`src/rtl/config_sram_loader.sv`:
```
// rtl/config_sram_loader.sv - word-serial configuration loader with shadow/active bit store and multi-port readout
// Optional feature: define CONFIG_SRAM_READBACK_EN to add word-serial readback of the active store.
module config_sram_loader #(
    parameter int ADDR_BITS = 4,
    parameter int MEM_SIZE  = 2**ADDR_BITS,
    parameter int WORD_BITS = 8,
    parameter int NUM_PORTS = 2
) (
    input  logic                           cclk,
    input  logic                           rst,
    input  logic [NUM_PORTS*ADDR_BITS-1:0] addr,
    output logic [NUM_PORTS-1:0]           out,
    input  logic                           cfg_start,
    input  logic                           cfg_valid,
    input  logic [WORD_BITS-1:0]           cfg_data,
    output logic                           cfg_ready,
    output logic                           cfg_busy,
    output logic                           cfg_done
`ifdef CONFIG_SRAM_READBACK_EN
    ,
    input  logic                           rb_start,
    output logic                           rb_valid,
    output logic [WORD_BITS-1:0]           rb_data,
    input  logic                           rb_ready
`endif
);

    localparam int NWORDS   = MEM_SIZE / WORD_BITS;
    localparam int CNT_BITS = (NWORDS > 1) ? $clog2(NWORDS) : 1;
    localparam logic [CNT_BITS-1:0] LAST_WORD = CNT_BITS'(NWORDS - 1);

    typedef enum logic [1:0] {
        IDLE,
        LOAD,
        COMMIT
`ifdef CONFIG_SRAM_READBACK_EN
        ,
        RB
`endif
    } state_t;

    state_t                state_q;
    state_t                state_d;
    logic [CNT_BITS-1:0]   cnt_q;
    logic [MEM_SIZE-1:0]   shadow_q;
    logic [MEM_SIZE-1:0]   mem_q;

    logic                  cnt_clr;
    logic                  cnt_inc;
    logic                  shadow_we;
    logic                  commit;

    // State register; reset returns to IDLE and abandons any load in flight.
    always_ff @(posedge cclk) begin
        if (rst) begin
            state_q <= IDLE;
        end else begin
            state_q <= state_d;
        end
    end

    // Next-state and control decode; a restart in LOAD drops the word offered that cycle.
    always_comb begin
        state_d   = state_q;
        cfg_ready = 1'b0;
        cfg_busy  = 1'b0;
        cnt_clr   = 1'b0;
        cnt_inc   = 1'b0;
        shadow_we = 1'b0;
        commit    = 1'b0;
`ifdef CONFIG_SRAM_READBACK_EN
        rb_valid  = 1'b0;
`endif
        case (state_q)
            IDLE: begin
                if (cfg_start) begin
                    state_d = LOAD;
                    cnt_clr = 1'b1;
                end
`ifdef CONFIG_SRAM_READBACK_EN
                else if (rb_start) begin
                    state_d = RB;
                    cnt_clr = 1'b1;
                end
`endif
            end
            LOAD: begin
                cfg_ready = 1'b1;
                cfg_busy  = 1'b1;
                if (cfg_start) begin
                    cnt_clr = 1'b1;
                end else if (cfg_valid) begin
                    shadow_we = 1'b1;
                    if (cnt_q == LAST_WORD) begin
                        state_d = COMMIT;
                    end else begin
                        cnt_inc = 1'b1;
                    end
                end
            end
            COMMIT: begin
                cfg_busy = 1'b1;
                commit   = 1'b1;
                state_d  = IDLE;
            end
`ifdef CONFIG_SRAM_READBACK_EN
            RB: begin
                cfg_busy = 1'b1;
                rb_valid = 1'b1;
                if (rb_ready) begin
                    if (cnt_q == LAST_WORD) begin
                        state_d = IDLE;
                    end else begin
                        cnt_inc = 1'b1;
                    end
                end
            end
`endif
            default: begin
                state_d = IDLE;
            end
        endcase
    end

    // Word counter, shadow capture, shadow-to-active copy and the done pulse.
    always_ff @(posedge cclk) begin
        if (rst) begin
            cnt_q    <= '0;
            shadow_q <= '0;
            mem_q    <= '0;
            cfg_done <= 1'b0;
        end else begin
            cfg_done <= commit;
            if (cnt_clr) begin
                cnt_q <= '0;
            end else if (cnt_inc) begin
                cnt_q <= cnt_q + 1'b1;
            end
            if (shadow_we) begin
                for (int k = 0; k < NWORDS; k++) begin
                    if (cnt_q == CNT_BITS'(k)) begin
                        shadow_q[k*WORD_BITS +: WORD_BITS] <= cfg_data;
                    end
                end
            end
            if (commit) begin
                mem_q <= shadow_q;
            end
        end
    end

    // Read ports look only at the active store, so a half-loaded shadow is never visible.
    always_comb begin
        out = '0;
        for (int i = 0; i < NUM_PORTS; i++) begin
            out[i] = mem_q[addr[i*ADDR_BITS +: ADDR_BITS]];
        end
    end

`ifdef CONFIG_SRAM_READBACK_EN
    // Readback word selected by the shared word counter.
    always_comb begin
        rb_data = '0;
        for (int k = 0; k < NWORDS; k++) begin
            if (cnt_q == CNT_BITS'(k)) begin
                rb_data = mem_q[k*WORD_BITS +: WORD_BITS];
            end
        end
    end
`endif

endmodule

```
`config.mk`:
```
export PLATFORM = sky130hd
export DESIGN_NAME = config_sram_loader
export DESIGN_NICKNAME = d
export VERILOG_FILES = /design/src/rtl/config_sram_loader.sv
export SDC_FILE = /design/constraint.sdc
export NUM_CORES = 1
export LEC_CHECK = 0
export ABC_AREA = 0
export CAP_MARGIN = 20
export CORE_MARGIN = 2
export CORE_UTILIZATION = 30
export DETAILED_ROUTE_END_ITERATION = 8
export PLACE_DENSITY = 0.58
export RECOVER_POWER = 50
export SLEW_MARGIN = 20
export SYNTH_ARGS = -nofsm -noshare
export SYNTH_HDL_FRONTEND = slang
export SYNTH_SLANG_ARGS = --single-unit
export TNS_END_PERCENT = 20
```
`constraint.sdc`:
```
create_clock -name cclk -period 2.61 [get_ports cclk]
set_input_delay 0.261 -clock cclk [delete_from_list [all_inputs] [get_ports cclk]]
set_output_delay 0.261 -clock cclk [all_outputs]
set_load 0.02 [all_outputs]
```
==> results.py <==
metrics = {
    "status": {
        "outcome": "finished clean",
    },
    "global_routing": {
        "antenna_found_initial": 0,
        "grt_overflow": 0,
        "grt_max_degree": 37,
        "grt_pass1_vias": 1158,
        "grt_usage": 0.121,
        "grt_pass1_wl_um": 5660,
    },
    "job": {
        "maxCapViolCount": 0,
    },
    "synthesis": {
        "synth_seq_cells": 36,
        "postSynthAreaPerCell_um2": 10.5,
        "synthTopCellsByArea": "dfxtp_1, mux2i_1, mux4_1",
        "synth_nets": 178,
        "synth_top_cell_area_share": 0.448,
        "yosysWarnings": 0,
        "yosys.area.top_type": "dfxtp_1",
        "synth.distinct_cells": 20,
        "syn_area_um2": 1610,
        "ys_seq_area_frac": 0.448,
        "synthesis.instances": 154,
    },
    "power": {
        "max-vdd-ir-drop_uv": 405,
        "power_uw": 1280,
        "leakage_uw": 0.000755,
        "power_density_nw_per_um2": 631,
    },
    "die": {
        "rows": 26,
        "die_w_um": 77.3,
        "design.portCount": 25,
        "die_height_um": 77.3,
        "start_util": 0.313,
        "design.core.area_um2": 5140,
        "die_area_um2": 5970,
    },
    "layout": {
        "multiInputGateArea_um2": 843,
        "nFillCells": 543,
        "drive_gt1_frac": 0.0546,
        "area.growth.synth_to_final_pct": 26.0,
        "seq_area_um2": 721,
        "diodes": 0,
        "fin_nets": 206,
    },
    "timing": {
        "final-setup-viol-count": 0,
        "max_slew_margin": 0.207,
        "final_max_slew_viol_count": 0,
        "period_share": 0.916,
        "finalHoldViolCount": 0,
        "clock_skew_ps": 5.40,
        "finalWorstSetupSlack_ps": 219,
        "worstMarginPinSlew_ps": 1190,
        "max_freq_mhz": 418,
        "rsz0062_at_grt": "no",
        "min_period_ps": 2390,
    },
    "detailed_routing": {
        "drt-wirelength-per-cell_um": 12.8,
        "dr.pass1.iters": 4,
        "post-route-drc-count": 0,
        "drt_iter0_markers": 64,
        "viasPerCell": 4.65,
        "vias": 1177,
        "ant_nets": 0,
        "wirelength_um": 3240,
    },
    "worst_setup_path": {
        "critPathMaxFanout": 3,
        "start_kind": "primary input",
        "crit_required_ps": 2350,
        "critPathKind": "in -> out",
        "crit_arrival_ps": 2130,
        "end_kind": "primary output",
    },
    "clocking": {
        "cts_tree": "built",
        "cts_buffer_depth": 2,
        "post-cts-setup-buffers": 0,
        "cts_buffers": 5,
        "clkTransAtPathRegs_ps": 70,
        "htreeDepth": 2,
        "insertion_delay_ps": 290,
        "root_buffer": "clkbuf_8",
        "cts_sinks": 36,
    },
    "placement": {
        "gp_congestion": 0.742,
        "io_buffers": 24,
        "hpwl_um": 2340,
        "dp_slack_ps": -4.82,
    },
    "hold_path": {
        "holdCritPathClass": "reg -> reg",
    },
}
## metrics by stage
stage          instances  TNS, ps   util  instance area [µm²]  hold WS (ps)
3_3_place_gp         245        0  0.378                 1940           446
6_report             253        0  0.395                 2030           457
4_1_cts              253        0  0.395                 2030           460
3_5_place_dp         245    -4.82  0.378                 1940           451
2_1_floorplan        154        0      -                 1610           397
5_1_grt              253        0  0.395                 2030           484
## path summary, 6_finish.rpt
kind,to,slack [ps],startpoint,cells past startpoint
worst max register to register,mem_q[6],710,state_q[0],5
worst max-delay path,out[1],220,addr[4],6
worst min register to register,shadow_q[11],460,shadow_q[11],2
worst min-delay path,shadow_q[11],460,shadow_q[11],2
## power breakdown
group / switching (µW) / internal [µW] / leakage [µW]
Sequential: 17.2 / 572 / 0.000290
Clock: 188 / 215 / 0.0000455
Combinational: 145 / 142 / 0.000419
## state kept, by name, summed over array words and instances, names as in the netlist
register and count:
state_q 2, mem_q 16, cfg_done 1, shadow_q 16, cnt_q 1
## cells by family after synthesis
family,count (synthesis),share of synthesized area
simple gates,51,0.132
flops,36,0.448
mux,35,0.298
compound gates,17,0.0622
buf+inv,11,0.0287
fa+ha+maj,4,0.0311
## critical path: stages
cell	delay, ps
clkdlybuf4s50_1	540
mux4_1	570
nor2b_1	140
a211oi_1	230
a21oi_1	60
dlygate4sd2_1	320
## metal layers
layer	vias to the layer above	part of all wire	track usage
met5	-	0	0
met4	0	0.023	0.0643
met3	6	0.051	0.0400
met2	24	0.43	0.179
met1	542	0.50	0.155
li1	605	-	-
## cells in the mapped netlist
cell type / n
o21ai_0: 1
nor2_1: 26
clkbuf_1: 4
dfxtp_1: 36
mux2i_1: 27
nor2b_1: 5
nand3_1: 1
o211ai_1: 1
a31oi_1: 1
nand2b_1: 2
a21oi_1: 10
mux4_1: 8
and3_1: 1
buf_2: 4
nand2_1: 16
a311oi_1: 1
a211oi_1: 2
a22oi_1: 1
ha_1: 4
inv_1: 3
## final cells by class
type / count / share of cell area
Clock buffer: 8 / 0.0444
Sequential cell: 36 / 0.355
Timing Repair Buffer: 29 / 0.136
Tap cell: 70 / 0.0432
Inverter: 3 / 0.00555
Multi-Input combinational cell: 107 / 0.416
## placed cells by master (no fill, tap or decap), types with 2 or more instances in the layout
cell             synthesis  layout
a211oi_1                 2       2
a21oi_1                 10      10
buf_4                    0       4
clkbuf_1                 4       3
clkbuf_8                 0       6
clkdlybuf4s50_1          0      22
dfxtp_1                 36      36
ha_1                     4       4
inv_1                    3       3
mux2i_1                 27      27
mux4_1                   8       8
nand2_1                 16      16
nand2b_1                 2       2
nor2_1                  26      26
nor2b_1                  5       5
## repair_timing
item,CTS,global route
gates resized for setup,1,1
endpoints found under the setup margin,1,1
hold buffers,0,0
gates cloned,0,0
hold endpoints to repair,0,0
No activity file was read; power rests on OpenSTA's default activity.
